<file path="src/rtl/multicycle_ctrl.sv">
// multicycle_ctrl: FETCH/DECODE/EXECUTE/MEM/WB sequencer for a multi-cycle RV32I core.
// Drives datapath write strobes and memory handshakes, counts retired instructions,
// halts on ebreak and traps on illegal opcodes, bad formats or memory timeouts.
module multicycle_ctrl #(
    parameter int CNT_W   = 32,
    parameter int TIMEOUT = 16
) (
    input  logic             i_clk,
    input  logic             i_rst,
    input  logic [6:0]       i_opcode,
    input  logic [5:0]       i_format,
    input  logic             i_ebreak,
    input  logic             i_branch_taken,
    input  logic             i_imem_ready,
    input  logic             i_dmem_ready,
    output logic             o_imem_req,
    output logic             o_ir_we,
    output logic             o_pc_we,
    output logic [1:0]       o_pc_sel,
    output logic             o_rf_we,
    output logic             o_dmem_ren,
    output logic             o_dmem_wen,
    output logic             o_retire,
    output logic             o_halt,
    output logic             o_trap,
    output logic [2:0]       o_state,
    output logic [CNT_W-1:0] o_retired
);

    typedef enum logic [2:0] {
        S_FETCH   = 3'd0,
        S_DECODE  = 3'd1,
        S_EXECUTE = 3'd2,
        S_MEM     = 3'd3,
        S_WB      = 3'd4,
        S_HALT    = 3'd5,
        S_TRAP    = 3'd6,
        S_BAD     = 3'd7
    } state_t;

    localparam logic [6:0] OP_SYSTEM = 7'b1110011;
    localparam logic [6:0] OP_LOAD   = 7'b0000011;
    localparam logic [6:0] OP_JALR   = 7'b1100111;

    // Last tolerated waiting-cycle index; ready still counts in the TIMEOUT-th cycle.
    localparam logic [7:0] TO_LAST = 8'(TIMEOUT - 1);

    localparam logic [1:0] PC_PLUS4 = 2'd0;
    localparam logic [1:0] PC_IMM   = 2'd1;
    localparam logic [1:0] PC_JALR  = 2'd2;

    state_t           r_state;
    state_t           w_next;
    logic [7:0]       r_wait_cnt;
    logic [CNT_W-1:0] r_retired;

    // Raw strobes from the FSM, before the reset override.
    logic       w_imem_req;
    logic       w_ir_we;
    logic       w_pc_we;
    logic [1:0] w_pc_sel;
    logic       w_rf_we;
    logic       w_dmem_ren;
    logic       w_dmem_wen;
    logic       w_retire;

    // Instruction classification; the IR is stable from DECODE onward.
    logic w_fmt_onehot;
    logic w_is_load;
    logic w_is_store;
    logic w_is_branch;
    logic w_is_jal;
    logic w_is_jalr;
    logic w_timeout;
    logic w_waiting;

    assign w_fmt_onehot = (i_format != 6'd0) && ((i_format & (i_format - 6'd1)) == 6'd0);
    assign w_is_load    = (i_opcode == OP_LOAD);
    assign w_is_store   = i_format[2];
    assign w_is_branch  = i_format[3];
    assign w_is_jal     = i_format[5];
    assign w_is_jalr    = (i_opcode == OP_JALR);
    assign w_timeout    = (r_wait_cnt == TO_LAST);
    assign w_waiting    = ((r_state == S_FETCH) && !i_imem_ready) ||
                          ((r_state == S_MEM)   && !i_dmem_ready);

    // Next-state and strobe decode; everything defaults to idle.
    always_comb begin
        w_next     = r_state;
        w_imem_req = 1'b0;
        w_ir_we    = 1'b0;
        w_pc_we    = 1'b0;
        w_pc_sel   = PC_PLUS4;
        w_rf_we    = 1'b0;
        w_dmem_ren = 1'b0;
        w_dmem_wen = 1'b0;
        w_retire   = 1'b0;
        case (r_state)
            S_FETCH: begin
                w_imem_req = 1'b1;
                if (i_imem_ready) begin
                    w_ir_we = 1'b1;
                    w_next  = S_DECODE;
                end else if (w_timeout) begin
                    w_next = S_TRAP;
                end
            end
            S_DECODE: begin
                if (i_opcode == OP_SYSTEM) begin
                    // Only ebreak is supported among SYSTEM instructions.
                    w_next = i_ebreak ? S_HALT : S_TRAP;
                end else if (!w_fmt_onehot) begin
                    w_next = S_TRAP;
                end else begin
                    w_next = S_EXECUTE;
                end
            end
            S_EXECUTE: begin
                if (w_is_branch) begin
                    // Branches finish here: no register write, PC resolved now.
                    w_pc_we  = 1'b1;
                    w_pc_sel = i_branch_taken ? PC_IMM : PC_PLUS4;
                    w_retire = 1'b1;
                    w_next   = S_FETCH;
                end else if (w_is_load || w_is_store) begin
                    w_next = S_MEM;
                end else begin
                    w_next = S_WB;
                end
            end
            S_MEM: begin
                // Only loads and stores reach MEM, so non-load means store.
                if (w_is_load) w_dmem_ren = 1'b1;
                else           w_dmem_wen = 1'b1;
                if (i_dmem_ready) begin
                    if (w_is_load) begin
                        w_next = S_WB;
                    end else begin
                        w_pc_we  = 1'b1;
                        w_retire = 1'b1;
                        w_next   = S_FETCH;
                    end
                end else if (w_timeout) begin
                    w_next = S_TRAP;
                end
            end
            S_WB: begin
                w_rf_we  = 1'b1;
                w_pc_we  = 1'b1;
                w_retire = 1'b1;
                if (w_is_jal)       w_pc_sel = PC_IMM;
                else if (w_is_jalr) w_pc_sel = PC_JALR;
                w_next = S_FETCH;
            end
            S_HALT:  w_next = S_HALT;
            S_TRAP:  w_next = S_TRAP;
            default: w_next = S_TRAP;
        endcase
    end

    // State register with synchronous reset.
    always_ff @(posedge i_clk) begin
        if (i_rst) r_state <= S_FETCH;
        else       r_state <= w_next;
    end

    // Wait counter: restarts on every transition, counts not-ready FETCH/MEM cycles.
    always_ff @(posedge i_clk) begin
        if (i_rst)                  r_wait_cnt <= 8'd0;
        else if (w_next != r_state) r_wait_cnt <= 8'd0;
        else if (w_waiting)         r_wait_cnt <= r_wait_cnt + 8'd1;
    end

    // Retired-instruction counter, wraps naturally.
    always_ff @(posedge i_clk) begin
        if (i_rst)         r_retired <= '0;
        else if (w_retire) r_retired <= r_retired + CNT_W'(1);
    end

    // Reset kills every strobe combinationally so memory requests drop immediately.
    assign o_imem_req = w_imem_req & ~i_rst;
    assign o_ir_we    = w_ir_we    & ~i_rst;
    assign o_pc_we    = w_pc_we    & ~i_rst;
    assign o_pc_sel   = i_rst ? PC_PLUS4 : w_pc_sel;
    assign o_rf_we    = w_rf_we    & ~i_rst;
    assign o_dmem_ren = w_dmem_ren & ~i_rst;
    assign o_dmem_wen = w_dmem_wen & ~i_rst;
    assign o_retire   = w_retire   & ~i_rst;
    assign o_halt     = (r_state == S_HALT) & ~i_rst;
    assign o_trap     = (r_state == S_TRAP) & ~i_rst;
    assign o_state    = r_state;
    assign o_retired  = r_retired;

endmodule

</file>
<file path="config.mk">
export PLATFORM = sky130hd
export DESIGN_NAME = multicycle_ctrl
export DESIGN_NICKNAME = d
export VERILOG_FILES = /design/src/rtl/multicycle_ctrl.sv
export SDC_FILE = /design/constraint.sdc
export NUM_CORES = 1
export LEC_CHECK = 0
export CAP_MARGIN = 20
export CELL_PAD_IN_SITES_DETAIL_PLACEMENT = 0
export CELL_PAD_IN_SITES_GLOBAL_PLACEMENT = 1
export CORE_MARGIN = 3
export CORE_UTILIZATION = 39
export DETAILED_ROUTE_END_ITERATION = 16
export MAX_ROUTING_LAYER = met4
export PLACE_DENSITY_LB_ADDON = 0.1
export SETUP_SLACK_MARGIN = 0.1
export SKIP_LAST_GASP = 1
export SLEW_MARGIN = 20
export SYNTH_ARGS = -nofsm -noshare
export SYNTH_HDL_FRONTEND = slang
export SYNTH_SLANG_ARGS = --single-unit
</file>
<file path="constraint.sdc">
create_clock -name i_clk -period 4.6 [get_ports i_clk]
set_input_delay 0.69 -clock i_clk [delete_from_list [all_inputs] [get_ports i_clk]]
set_output_delay 0.69 -clock i_clk [all_outputs]
set_load 0.01 [all_outputs]
</file>
======== Word-level counts from Yosys, hierarchy flattened ========
Cells that the tools add are included.
storage, ports and cells
  register bits ........................... 43
  input bits .............................. 19
  output and inout bits ................... 46
cells by class
  $add $sub $neg .......................... 3
  eq/ne operators ......................... 11
  mux-type cells .......................... 27
  bitwise logic cells ..................... 10
  reductions and logical operators ........ 11
operators with widths
  operator                                           number
  adder 32 x 1 -> 32 bit (second input constant)     1
  2-to-1 mux 3 bit                                   8
  case mux 3 bit (6 select lines)                    1
  == test 7 bit (second input constant)              2
  2-to-1 mux 1 bit                                   12
  == test 3 bit (second input constant)              3
  adder 8 x 1 -> 8 bit (second input constant)       1
  bitwise AND 1 bit                                  8
  == test 8 x 4 -> 1 bit (second input constant)     1
  2-to-1 mux 2 bit                                   4
  == test 7 x 2 -> 1 bit (second input constant)     1
  bitwise AND 6 bit                                  1
  == test 3 x 2 -> 1 bit (second input constant)     2
  zero test 6 bit                                    1
  nonzero test 6 bit                                 1
  subtractor 6 x 1 -> 6 bit (second input constant)  1
  case mux 2 bit (2 select lines)                    1
  == test 3 x 1 -> 1 bit (second input constant)     1
  logical AND 1 bit                                  3
  zero test 3 bit                                    1
  != test 3 bit                                      1
  case mux 1 bit (3 select lines)                    1
  zero test 1 bit                                    2
  logical OR 1 bit                                   2
  other kinds (2)                                    2

======== Longest topological paths before layout ========
  depth in word-level cells ............... 9
  gate-level depth with buffers ........... 8
  mapped depth without buffers ............ 6

======== Least setup slack after synthesis ========
Ideal clock, no wire load.
  kind .................................... input-to-output
  from .................................... input port i_opcode[4]
  to ...................................... output port o_retire
  arrival ................................. 1,909 ps
  required time ........................... 3,910 ps
  path slack .............................. 2,001 ps
  cell stages on the path ................. 6
  path buffers ............................ 2
  cells stage by stage .................... and4bb_2 -> a21oi_1 -> clkbuf_1 -> nor2_1 -> nor2_1 -> buf_4
between the ends
  word-level cells in the longest chain between the ends .. 5
RTL lines
  element                          RTL line  RTL
  from (decl)                      10        input logic [6:0] i_opcode,
  == test 7 x 2 -> 1 bit           78        assign w_is_load = (i_opcode == OP_LOAD);
  2-to-1 mux 1 bit (2 in a row)    -
  case mux 1 bit (3 select lines)  -
  bitwise AND 1 bit                -
  to (decl)                        23        output logic o_retire,
No other way between the ends.

======== Worst setup path in the final report ========
  from .................................... input port i_format[3]
  to ...................................... output port o_retire
between the ends
  word-level cells in the longest chain between the ends .. 3
RTL lines
  element                          RTL line  RTL
  from (decl)                      11        input logic [5:0] i_format,
  2-to-1 mux 1 bit                 119       if (w_is_branch) begin
  case mux 1 bit (3 select lines)  98        case (r_state)
  bitwise AND 1 bit                188       assign o_retire = w_retire & ~i_rst;
No other way between the ends.

==> impl_metrics.toml <==
[outcome]
outcome = "finished, final reports clean"

[floorplanning]
die_height_um = 86.56
std_cell_rows = 28
die_area_mm2 = 0.007493
coreArea_mm2 = 0.006096
die_w_um = 86.56
top_level_ports = 65
start_util = 0.4152

[global_routing]
grt_max_degree = 39
use_met1 = 0.2462
top_usage_layer = "met1"
grt_pass1_vias = 2138
antenna_found_initial = 0
use_met2 = 0.2441
met3_usage = 0.03327
grt_pass1_wl_mm = 10.26
track_usage = 0.1713
overflow = 0

[finish]
drive_gt1_frac = 0.08939
nNetsFinal = 379
area_growth_pct = 30.40
antenna_cells = 0

[pwr]
leakage_nw = 1.048
vdd_drop_max_v = 0.0001303
p_per_area_mw_per_mm2 = 242.7

[timing]
setup_tns_ps = 0
fin_crit_sh = 0.7158
hold-worst-slack_ps = 500.1
setup_viol = 0
relSlewSlack = 0.4721
rsz0062_at_grt = "false"
slew_violations = 0
timing_hold_violations_final = 0
worst_pin_slew_ps = 783.6
fin_crit_ps = 3293
max_clock_freq_mhz = 303.7
finClkSkew_ps = 8.452

[setup_path]
critical_path.startpoint = "i_format[3]"
regToRegSetupSlack_ps = 1770
crit_arrival_ps = 2600
r2r-start = "o_state[1]"
slowest_delay_ps = 640
r2r_cells = 7
start_kind = "input pin"
critical-path-slowest-cell = "clkdlybuf4s50_1"
cp.required_ps = 3910
critical_path.max_fanout = 13
crit_end = "o_retire"
timing.rr.end = "o_retired[31]"
endpoint_kind = "primary output"
crit_chain = "clkdlybuf4s50_1, nand3b_1, a21oi_1, buf_4, nor2_1, nor2_1, clkdlybuf4s50_1"
crit_type = "input pin to primary output"

[placed_design]
port_buffers = 64
hpwl_mm = 4.455
place_congestion = 0.7798

[clock_network]
numCtsBuffers = 5
cts_root_buf = "clkbuf_8"
clock-sinks = 43
ctsHoldBuffers = 0
postCtsSetupBuffers = 0
clock_tree.buffer_depth = 2
htree_num_levels = 2
path_clk_slew_ps = 80
cts_resized = 0
clock_latency_ps = 290
cts_tree = "built"

[detailed_routing]
drc = 0
firstDrtPassIters = 4
num_vias = 2405
drtIter0Drc = 141
via_per_inst = 5.554
antenna_left = 0
wl_per_cell_um = 14.50
routed_wl_mm = 6.277

[synth]
synth_edf_count = 0
syn-instance-count = 304
async_reset_ff_frac = 0
syn_area_mm2 = 0.002531
yosysTopAreaCell = "dfxtp_1"
yosys.area.top_type_share = 0.3401
synth_cell_types = 56
yosysWarnings = 0
synth-seq-cells = 43
synthFlopType = "dfxtp_1"
synth_area_leaders = "dfxtp_1 34%, xor2_1 4.5%, nor2_1 4.3%"
synth_commonest_cells = "43 x dfxtp_1, 29 x nor2_1, 19 x a21oi_1"
post-synth-top-count-cell = "dfxtp_1"
avgSynthCellArea_um2 = 8.326
synth_fp_nets = 325
ys_seq_area_frac = 0.3401

[run]
maxCapViolCount = 0

[worst_hold_path]
min_path_type = "flop to flop"
==> state kept, by name, summed over array words and instances, names as in the netlist <==
signal / count
r_wait_cnt: 8
o_state: 3
o_retired: 32
==> placed cells by master (no fill, tap or decap), types with 3 or more instances in the layout <==
master / count
clkdlybuf4s50_1: 64
a21oi_1: 19
and4_1: 3
and2_1: 6
o31ai_1: 7
nand2b_1: 4
nand3b_1: 4
nor2b_1: 4
nor3b_1: 5
o21ai_0: 13
or3_1: 8
nor2_1: 29
nand4_1: 4
nor3_2: 8
xor2_1: 13
nand4b_1: 3
and3_1: 3
mux2_2: 5
buf_4: 4
or4_1: 10
dfxtp_1: 43
nor3_1: 8
nor4_1: 7
nand2_1: 15
xnor2_1: 6
clkbuf_8: 5
nand3_1: 10
a31oi_1: 3
o211ai_1: 6
inv_1: 5
==> where the power goes <==
group,total [W],internal [W],switching [W]
Combinational,0.000120,0.0000588,0.0000610
Clock,0.000285,0.000159,0.000126
Sequential,0.000396,0.000378,0.0000185
==> logic make-up after synthesis <==
logic type | share of synthesized area
AO/OA/AOI/OAI | 0.1612
XOR/XNOR | 0.06574
adder cells (fa/ha/maj) | 0.009885
buffers and inverters | 0.04746
flip-flops | 0.3401
multiplexers | 0.03015
AND/OR/NAND/NOR | 0.3455
==> per-layer routing <==
metal / up-vias / routed length [µm] / part of all wire
li1: 1231 / - / -
met1: 1116 / 3254 / 0.52
met2: 53 / 2654 / 0.42
met3: 5 / 320 / 0.051
met4: 0 / 48 / 0.0076
met5: - / 0 / 0
==> through the flow <==
stage | cell area (µm²) | std cells | setup WS (ps) | total power (W) | utilization
floorplan | 2531 | 304 | 2001 | 0.0004768 | -
CTS | 3297 | 433 | 1300 | 0.0008127 | 0.5408
global route | 3301 | 433 | 1155 | 0.0008374 | 0.5415
global placement | 3194 | 426 | 1313 | 0.0005243 | 0.5240
finish | 3301 | 433 | 1307 | 0.0008011 | 0.5415
detailed placement | 3194 | 426 | 1307 | 0.0005253 | 0.5240
==> area by class of cell <==
cell class                      count  area [µm²]
Clock buffer                        6       72.57
Fill cell                         590        2795
Multi-Input combinational cell    235        1554
Sequential cell                    43       860.8
Clock inverter                      1       30.03
Tap cell                           75       93.84
Inverter                            5       18.77
Timing Repair Buffer               68       670.6
==> how the worst min path moves through the flow <==
stage / startpoint / endpoint / slack [ps] / depth (start not counted)
after floorplan: o_retired[1] / o_retired[1] / 500 / 2
after global placement: o_retired[1] / o_retired[1] / 470 / 2
after detailed placement: o_retired[30] / o_retired[30] / 490 / 2
after CTS: o_retired[1] / o_retired[1] / 500 / 2
after global routing: o_retired[23] / o_retired[23] / 540 / 2
final: o_retired[23] / o_retired[23] / 500 / 2
==> critical path: cells and delay by family <==
kind                   cells  cell delay, ps
buffers and inverters      3            1400
AND/OR/NAND/NOR            3             330
AO/OA/AOI/OAI              1             170
Power figures use the tool's default switching activity.
